==> src/rtl/key_event_ctrl_if.sv <==
//============================================================================
// key_event_ctrl_if: PIO Avalon-MM master bus plus event valid/ready stream.
// Rev 1.0
//============================================================================
`default_nettype none

interface key_event_ctrl_if;
    logic [1:0]  pio_address;
    logic        pio_chipselect;
    logic        pio_write_n;
    logic [31:0] pio_writedata;
    logic [31:0] pio_readdata;
    logic        pio_irq;
    logic        evt_valid;
    logic [1:0]  evt_key;
    logic        evt_ready;

    modport master (
        output pio_address, pio_chipselect, pio_write_n, pio_writedata,
        output evt_valid, evt_key,
        input  pio_readdata, pio_irq, evt_ready
    );

    modport slave (
        input  pio_address, pio_chipselect, pio_write_n, pio_writedata,
        input  evt_valid, evt_key,
        output pio_readdata, pio_irq, evt_ready
    );
endinterface

`default_nettype wire

==> src/rtl/key_event_ctrl.sv <==
//============================================================================
// key_event_ctrl: services the key edge-capture PIO and queues key events.
// Rev 1.0
//============================================================================
`default_nettype none

module key_event_ctrl #(
    parameter int         FIFO_DEPTH   = 8,
    parameter int         READ_LATENCY = 1,
    parameter logic [2:0] INIT_MASK    = 3'b111
) (
    input  wire logic        clk,
    input  wire logic        reset_n,
    key_event_ctrl_if.master bus,
    input  wire logic [2:0]  mask_cfg,
    input  wire logic        mask_update,
    output logic             evt_overflow,
    input  wire logic        overflow_clr,
    output logic             busy
);

    localparam int         AW       = $clog2(FIFO_DEPTH);
    localparam logic [1:0] LAT_LAST = 2'(READ_LATENCY - 1);

    typedef enum logic [2:0] {
        S_INIT    = 3'd0,
        S_WR_MASK = 3'd1,
        S_IDLE    = 3'd2,
        S_RD_CAP  = 3'd3,
        S_RD_WAIT = 3'd4,
        S_CLR     = 3'd5,
        S_PUSH    = 3'd6
    } state_t;

    state_t      state, state_nx;
    logic [2:0]  mask, mask_nx;
    logic [2:0]  pend_mask, pend_mask_nx;
    logic        pend, pend_nx;
    logic [2:0]  cap, cap_nx;
    logic [1:0]  wait_cnt, wait_cnt_nx;
    logic        push;
    logic [1:0]  push_key;

    logic        cs_nx, wn_nx;
    logic [1:0]  addr_nx;
    logic [31:0] wd_nx;

    logic [1:0]  mem [FIFO_DEPTH];
    logic [AW:0] wr_ptr, rd_ptr;
    logic        empty, full, pop, push_ok, drop;

    logic        unused_rd;
    assign unused_rd = ^bus.pio_readdata[31:3];

    always_ff @(posedge clk or negedge reset_n) begin
        if (!reset_n) begin
            state     <= S_INIT;
            mask      <= INIT_MASK;
            pend_mask <= 3'b000;
            pend      <= 1'b0;
            cap       <= 3'b000;
            wait_cnt  <= 2'd0;
        end else begin
            state     <= state_nx;
            mask      <= mask_nx;
            pend_mask <= pend_mask_nx;
            pend      <= pend_nx;
            cap       <= cap_nx;
            wait_cnt  <= wait_cnt_nx;
        end
    end

    always_comb begin
        state_nx     = state;
        mask_nx      = mask;
        pend_mask_nx = pend_mask;
        pend_nx      = pend;
        cap_nx       = cap;
        wait_cnt_nx  = wait_cnt;
        push         = 1'b0;
        push_key     = cap[0] ? 2'd0 : (cap[1] ? 2'd1 : 2'd2);

        if (state != S_IDLE && mask_update) begin
            pend_nx      = 1'b1;
            pend_mask_nx = mask_cfg;
        end

        case (state)
            S_INIT:    state_nx = S_WR_MASK;
            S_WR_MASK: state_nx = S_IDLE;
            S_IDLE: begin
                if (pend || mask_update) begin
                    mask_nx  = mask_update ? mask_cfg : pend_mask;
                    pend_nx  = 1'b0;
                    state_nx = S_WR_MASK;
                end else if (bus.pio_irq) begin
                    state_nx = S_RD_CAP;
                end
            end
            S_RD_CAP: begin
                wait_cnt_nx = 2'd0;
                state_nx    = S_RD_WAIT;
            end
            S_RD_WAIT: begin
                if (wait_cnt == LAT_LAST) begin
                    cap_nx   = bus.pio_readdata[2:0] & mask;
                    state_nx = S_CLR;
                end else begin
                    wait_cnt_nx = wait_cnt + 2'd1;
                end
            end
            S_CLR:     state_nx = (cap == 3'b000) ? S_IDLE : S_PUSH;
            S_PUSH: begin
                push   = 1'b1;
                // cap & (cap-1) drops the lowest set bit, the one being pushed
                cap_nx = cap & (cap - 3'd1);
                if (cap_nx == 3'b000)
                    state_nx = S_IDLE;
            end
            default:   state_nx = S_INIT;
        endcase

        // Bus outputs are registered, so they are derived from the state being entered
        cs_nx   = (state_nx == S_WR_MASK) || (state_nx == S_RD_CAP) || (state_nx == S_CLR);
        wn_nx   = !((state_nx == S_WR_MASK) || (state_nx == S_CLR));
        addr_nx = (state_nx == S_WR_MASK) ? 2'd2 :
                  ((state_nx == S_RD_CAP) || (state_nx == S_CLR)) ? 2'd3 : 2'd0;
        wd_nx   = (state_nx == S_WR_MASK) ? {29'b0, mask_nx} : 32'h0;
    end

    always_ff @(posedge clk or negedge reset_n) begin
        if (!reset_n) begin
            bus.pio_chipselect <= 1'b0;
            bus.pio_write_n    <= 1'b1;
            bus.pio_address    <= 2'd0;
            bus.pio_writedata  <= 32'h0;
        end else begin
            bus.pio_chipselect <= cs_nx;
            bus.pio_write_n    <= wn_nx;
            bus.pio_address    <= addr_nx;
            bus.pio_writedata  <= wd_nx;
        end
    end

    assign busy = (state != S_IDLE);

    assign empty   = (wr_ptr == rd_ptr);
    assign full    = (wr_ptr[AW] != rd_ptr[AW]) && (wr_ptr[AW-1:0] == rd_ptr[AW-1:0]);
    assign pop     = !empty && bus.evt_ready;
    assign push_ok = push && (!full || pop);
    assign drop    = push && full && !pop;

    always_ff @(posedge clk) begin
        if (push_ok)
            mem[wr_ptr[AW-1:0]] <= push_key;
    end

    always_ff @(posedge clk or negedge reset_n) begin
        if (!reset_n) begin
            wr_ptr       <= '0;
            rd_ptr       <= '0;
            evt_overflow <= 1'b0;
        end else begin
            if (push_ok)
                wr_ptr <= wr_ptr + 1'b1;
            if (pop)
                rd_ptr <= rd_ptr + 1'b1;
            if (drop)
                evt_overflow <= 1'b1;
            else if (overflow_clr)
                evt_overflow <= 1'b0;
        end
    end

    assign bus.evt_valid = !empty;
    assign bus.evt_key   = empty ? 2'd0 : mem[rd_ptr[AW-1:0]];

endmodule

`default_nettype wire

==> src/flat_wrapper.sv <==
// flat-port wrapper written by rule: the top's interface ports become plain ports
module key_event_ctrl_flat 
#(
    parameter int         FIFO_DEPTH   = 8,
    parameter int         READ_LATENCY = 1,
    parameter logic [2:0] INIT_MASK    = 3'b111
)
  (clk, reset_n, mask_cfg, mask_update, evt_overflow, overflow_clr, busy, bus_pio_address, bus_pio_chipselect, bus_pio_write_n, bus_pio_writedata, bus_evt_valid, bus_evt_key, bus_pio_readdata, bus_pio_irq, bus_evt_ready);
  key_event_ctrl_if bus_i ();
  input  wire logic clk;
  input  wire logic reset_n;
  input  wire logic [2:0] mask_cfg;
  input  wire logic mask_update;
  output logic evt_overflow;
  input  wire logic overflow_clr;
  output logic busy;
  output wire logic [$bits(bus_i.pio_address)-1:0] bus_pio_address;
  output wire logic [$bits(bus_i.pio_chipselect)-1:0] bus_pio_chipselect;
  output wire logic [$bits(bus_i.pio_write_n)-1:0] bus_pio_write_n;
  output wire logic [$bits(bus_i.pio_writedata)-1:0] bus_pio_writedata;
  output wire logic [$bits(bus_i.evt_valid)-1:0] bus_evt_valid;
  output wire logic [$bits(bus_i.evt_key)-1:0] bus_evt_key;
  input wire logic [$bits(bus_i.pio_readdata)-1:0] bus_pio_readdata;
  input wire logic [$bits(bus_i.pio_irq)-1:0] bus_pio_irq;
  input wire logic [$bits(bus_i.evt_ready)-1:0] bus_evt_ready;
  assign bus_pio_address = bus_i.pio_address;
  assign bus_pio_chipselect = bus_i.pio_chipselect;
  assign bus_pio_write_n = bus_i.pio_write_n;
  assign bus_pio_writedata = bus_i.pio_writedata;
  assign bus_evt_valid = bus_i.evt_valid;
  assign bus_evt_key = bus_i.evt_key;
  assign bus_i.pio_readdata = bus_pio_readdata;
  assign bus_i.pio_irq = bus_pio_irq;
  assign bus_i.evt_ready = bus_evt_ready;
  key_event_ctrl #(.FIFO_DEPTH(FIFO_DEPTH), .READ_LATENCY(READ_LATENCY), .INIT_MASK(INIT_MASK)) u_core (.clk(clk), .reset_n(reset_n), .bus(bus_i), .mask_cfg(mask_cfg), .mask_update(mask_update), .evt_overflow(evt_overflow), .overflow_clr(overflow_clr), .busy(busy));
endmodule
==> config.mk <==
export PLATFORM = sky130hd
export DESIGN_NAME = key_event_ctrl_flat
export DESIGN_NICKNAME = d
export VERILOG_FILES = /design/src/rtl/key_event_ctrl_if.sv /design/src/rtl/key_event_ctrl.sv /design/src/flat_wrapper.sv
export SDC_FILE = /design/constraint.sdc
export NUM_CORES = 1
export LEC_CHECK = 0
export BUFFER_PORTS_ARGS = -buffer_cell sky130_fd_sc_hd__buf_2
export CAP_MARGIN = 20
export CORE_MARGIN = 2
export CORE_UTILIZATION = 50
export CTS_CLUSTER_DIAMETER = 40
export DETAILED_ROUTE_END_ITERATION = 12
export PLACE_DENSITY = 0.78
export SLEW_MARGIN = 10
export SYNTH_ARGS = -nofsm -noshare
export SYNTH_HDL_FRONTEND = slang
export SYNTH_SLANG_ARGS = --single-unit
==> constraint.sdc <==
create_clock -name clk -period 1.9 [get_ports clk]
set_input_delay 0 -clock clk [delete_from_list [all_inputs] [get_ports clk]]
set_output_delay 0 -clock clk [all_outputs]
set_load 0.03 [all_outputs]
# Yosys cells after proc, flatten, opt, wreduce, memory -nomap -nowiden
# Memories as Yosys holds them, arrays and structs flattened.
# Index checks and enable logic that the tools add are counted.
# op_classes
add_sub_neg	4
mul	0
div_mod_pow	0
order_cmp	0
n_eq_ne	15
shifts	0
muxes	27
bitwise_logic	2
n_reduce_logical	25
# ops
op	count
3-bit 2-to-1 mux	10
3-bit one-hot mux with 7 select lines	1
3-bit == test (second input constant)	4
2-bit 2-to-1 mux	6
3-bit by 2-bit == test with 1-bit output (second input constant)	3
3-bit logical NOT	3
4-bit by 1-bit adder with 4-bit output (second input constant)	2
1-bit 2-to-1 mux	8
3-bit AND	2
3-bit by 1-bit == test with 1-bit output (second input constant)	2
1-bit logical AND	6
1-bit logical OR	6
3-bit one-hot mux with 2 select lines	1
2-bit nonzero test	3
4-bit == test	1
1-bit logical NOT	4
2-bit one-hot mux with 2 select lines	1
2-bit AND reduction	2
3-bit == test	1
3-bit by 2-bit != test with 1-bit output (second input constant)	1
3-bit by 1-bit subtractor with 3-bit output (second input constant)	1
2-bit by 1-bit adder with 2-bit output (second input constant)	1
2-bit logical NOT	1
2-bit by 1-bit != test with 1-bit output (second input constant)	1
2 further kinds	2
# word_totals
regBits	60
latch_bits	0
mem_bits_rw	16
romBits	0
input_bits	41
output_inout_bits	41
memories	1
# mem_list
memory	words	width	rd	rd_clocked_by_memory_dff	wr	line_no	source
u_core.mem	8	2	1	0	1	key_event_ctrl.sv:48	logic [1:0] mem [FIFO_DEPTH];

# Logic depth before layout (Yosys ltp)
# depth
word_depth	9
ltp_mapped	7
ltp_nobuf	6

# Worst setup path after synthesis
# Ideal clock, no wire load.
# synth_path
path_kind	flip-flop to flip-flop
from	reg u_core.rd_ptr[0]
to	reg u_core.rd_ptr[1]
setup_ns	0.125
t_arrival_ns	1.469
slack_ns	0.306
stages_incl_launch_ff	8
path_cell_list	dfrtp_1 > buf_4 > xnor2_2 > nand3_4 > nor2_2 > inv_2 > nand2_4 > mux2_4
# synth_between
elab_chain_len	3
word_cells_on_any_way	4
cone_classes	add/sub: 1; eq/ne: 1; reduce/logical: 2
# synth_lines
element	line_no	source
from (decl)	key_event_ctrl.sv:49	logic [AW:0] wr_ptr, rd_ptr;
from (signal assigned)	key_event_ctrl.sv:167	rd_ptr <= rd_ptr + 1'b1;
4-bit == test	key_event_ctrl.sv:147	assign empty = (wr_ptr == rd_ptr);
1-bit logical NOT	n/a	
net bus_evt_valid	flat_wrapper.sv:21	output wire logic [$bits(bus_i.evt_valid)-1:0] bus_evt_valid;
1-bit logical AND	key_event_ctrl.sv:149	assign pop = !empty && bus.evt_ready;
# The timed path passes the listed nets, and every way through them passes these cells.
# A chain may end at the register's enable or synchronous reset.

# Worst setup path after layout
# layout_path
from	reg u_core.rd_ptr[0]
to	out bus_evt_key[1]
# layout_between
elab_chain_len	2
word_cells_on_any_way	3
cone_classes	eq/ne: 1; mux: 1; memory: 1
# layout_lines
element	line_no	source
memory 8 x 2 bit or 4-bit == test (tied branches)	n/a	
2-bit 2-to-1 mux *	key_event_ctrl.sv:176	assign bus.evt_key = empty ? 2'd0 : mem[rd_ptr[AW-1:0]];
to (decl)	flat_wrapper.sv:22	output wire logic [$bits(bus_i.evt_key)-1:0] bus_evt_key;
# Mark *: on every way between the ends. The rest lies on a longest branch, timed or not.

==> run_results.csv <==
group,metric,value,unit
global_route,first_global_vias,1621,
hold_path,hold_class,"input port to flip-flop",
timing,min_period,1.72,ns
power,internal-power,2.55,mW
timing,hold_viol,0,
cts,cts_tree,"done",
global_route,antenna_found_initial,0,
die,dieArea,5750,µm²
power,seqPwrFrac,37.8,%
setup_path,crit_family,"multiplexers",
run_status,status,"finished clean",
drt,antenna_left,0,
drt,drt_pass1_iterations,4,
yosys,yosysTopAreaCell,"dfrtp_1",
power,ir_drop,0.852,mV
drt,viasPerCell,4.96,
drt,wl_per_cell,13.2,µm
power,switchingPower,1.78,mW
timing,relSlewSlack,54.2,%
setup_path,critPathMaxFanout,7,
yosys,synth_edf_count,16,
timing,drv_slew,0,
yosys,synth_cell_type_count,52,
timing,finalClockSkew,0.00687,ns
power,p_per_area,1520,nW/µm²
drt,drt_first_iter_violations,131,
timing,setup_viol,0,
setup_path,slowest_stage,"mux4_2",
global_route,track_usage,17.5,%
die,ios,82,
setup_path,worst_ep_arrival_time,1.72,ns
placement,detailed_place_hpwl,3.15,mm
global_route,grt.overflow.total,0,
drt,wl,4.41,mm
drt,drc,0,
power,power_frac_comb,48.9,%
drt,via_count,1653,
yosys,yosysMostFrequentCell,"buf_4",
setup_path,cp_cell_sequence,"buf_4 > mux4_2 > mux2i_1 > nor2_1 > buf_2",
power,leakagePower,1.19,nW
cts,numCtsBuffers,5,
power,pwr-share-clk,13.3,%
timing,max_freq,583,MHz
timing,tightest_slew,0.687,ns
layout,multiInputGateArea,1080,µm²
timing,tns,0,ns
yosys,synth_area,2580,µm²
timing,rsz0062_at_grt,"no",
setup_path,critPathKind,"flip-flop to output port",
die,fp.coreArea,5040,µm²
cts,cts_root_buffer,"clkbuf_8",
cts,ctsHtreeMaxLevel,2,
setup_path,critPathBufInv,2,
die,dieHeight,75.8,µm
global_route,grt_pass1_wl,7.45,mm
yosys,yosysTopAreaCellShare,26.2,%
cts,clock_latency,0.30,ns
die,rows,26,
placement,port-buffer-count,23,
power,finalPower,4.33,mW
timing,holdWs,0.0176,ns
die,die_w,75.8,µm
run,maxCapViolCount,0,
cts,clockBufferDepth,2,
yosys,yosysWarningCount,0,
yosys,syn_area_per_cell,11.5,µm²
global_route,grt_max_degree,32,
cts,clk_pin_slew,0.08,ns
setup_path,critPathMaxStageDelay,0.51,ns
layout,fillers,419,
layout,seq_area,1260,µm²
yosys,ys_seq_elements,47,
placement,gp_congestion,0.775,
layout,areaGrowthSynthToFinish,10.7,%
yosys,syn_inst,224,
die,initial_utilization,51.2,%
timing,finalCritPeriodShare,90.3,%
yosys,synth.yosys.seq_area_share,48.9,%
power,switching_share,41.1,%
cts,cts.sinks,47,
yosys,synth-async-reset-ratio,66.0,%
setup_path,end_kind,"output port",
yosys,ys.flop_type,"dfrtp_1",
layout,fin_nets,307,
layout,antenna_cells,0,
yosys,synth_area_leaders,"dfrtp_1 (26%), edfxtp_1 (19%), buf_4 (9.3%)",
setup_path,cp-start-kind,"flip-flop",
yosys,synth_commonest_cells,"buf_4 (32), dfrtp_1 (27), nor2_1 (18)",
setup_path,cp.required,1.90,ns
layout,layout-drive-gt1-share,27.0,%
## cells by family after synthesis
group / share of synthesized area (%)
other: 0.145
DFF: 48.9
adders and majority gates: 1.84
xor gates and xnor gates: 4.27
muxes: 6.74
buffers and inverters: 13.2
AOI/OAI and AO/OA: 10.1
and+or+nand+nor: 14.8
## placed cells by master, fill, tap and decap left out, drive strengths merged, types with 8 or more instances in the layout
master        n
buf          36
conb         29
dfrtp        27
dlygate4sd3  10
edfxtp       16
inv           8
nand2         9
nor2         19
nor3          8
o21ai         9
xnor2         8
## final timing paths
kind	from	to	slack (ns)	depth (start not counted)
hold reg to reg	u_core.evt_overflow$_DFFE_PN0P_	u_core.evt_overflow$_DFFE_PN0P_	0.53	2
hold / removal	mask_update	u_core.mask[2]$_DFF_PN1_	0.02	2
setup / recovery	u_core.rd_ptr[0]$_DFFE_PN0P_	bus_evt_key[1]	0.18	5
setup reg to reg	u_core.rd_ptr[2]$_DFFE_PN0P_	u_core.rd_ptr[1]$_DFFE_PN0P_	0.26	6
min in group asynchronous	reset_n	u_core.rd_ptr[2]$_DFFE_PN0P_	0.27	2
max in group asynchronous	reset_n	u_core.cap[0]$_DFFE_PN0P_	1.18	2
## power groups by stage
stage / sequential [mW] / combinational (mW) / clock (mW)
2_1_floorplan: 1.69 / 1.67 / 0
3_3_place_gp: 1.65 / 2.03 / 0
3_5_place_dp: 1.67 / 2.08 / 0
4_1_cts: 1.64 / 2.11 / 0.595
5_1_grt: 1.68 / 2.32 / 0.639
6_report: 1.63 / 2.12 / 0.577
## state kept, by name, summed over array words and instances (netlist names)
signal                     flops
u_core.bus.pio_address         2
u_core.bus.pio_chipselect      1
u_core.bus.pio_write_n         1
u_core.bus.pio_writedata       3
u_core.cap                     3
u_core.evt_overflow            1
u_core.mask                    3
u_core.mem                    16
u_core.pend                    1
u_core.pend_mask               3
u_core.rd_ptr                  4
u_core.state                   3
u_core.wait_cnt                2
u_core.wr_ptr                  4
## routing by layer
metal	wire length (µm)	GRT usage (%)	part of all wire (%)	up-vias
met4	66	7.21	1.5	0
li1	-	-	-	814
met1	1910	20.9	43	791
met5	0	0	0	-
met2	2270	30.6	51	41
met3	165	3.70	3.7	7
## timing repair
action	in CTS	in global routing
setup endpoints to repair	0	1
gates resized for setup	0	0
hold buffers	10	0
endpoints found under the hold margin	39	0
setup buffers	0	1
## per-stage QoR
stage / instances / setup WS, ns / instance area, µm² / utilization, %
after floorplan: 252 / 0.306 / 2690 / -
after global placement: 315 / 0.289 / 2670 / 52.9
after detailed placement: 315 / 0.267 / 2670 / 52.9
after CTS: 332 / 0.0912 / 2850 / 56.5
after global routing: 333 / 0.0711 / 2860 / 56.6
final: 333 / 0.184 / 2860 / 56.6
## layout make-up
class                           count  area share, %
Inverter                            8           1.05
Clock buffer                        7           2.80
Multi-Input combinational cell    155           37.9
Sequential cell                    47           44.2
Tap cell                           70           3.07
Timing Repair Buffer               46           11.0
Note: power is estimated with default switching activity, not from simulation.
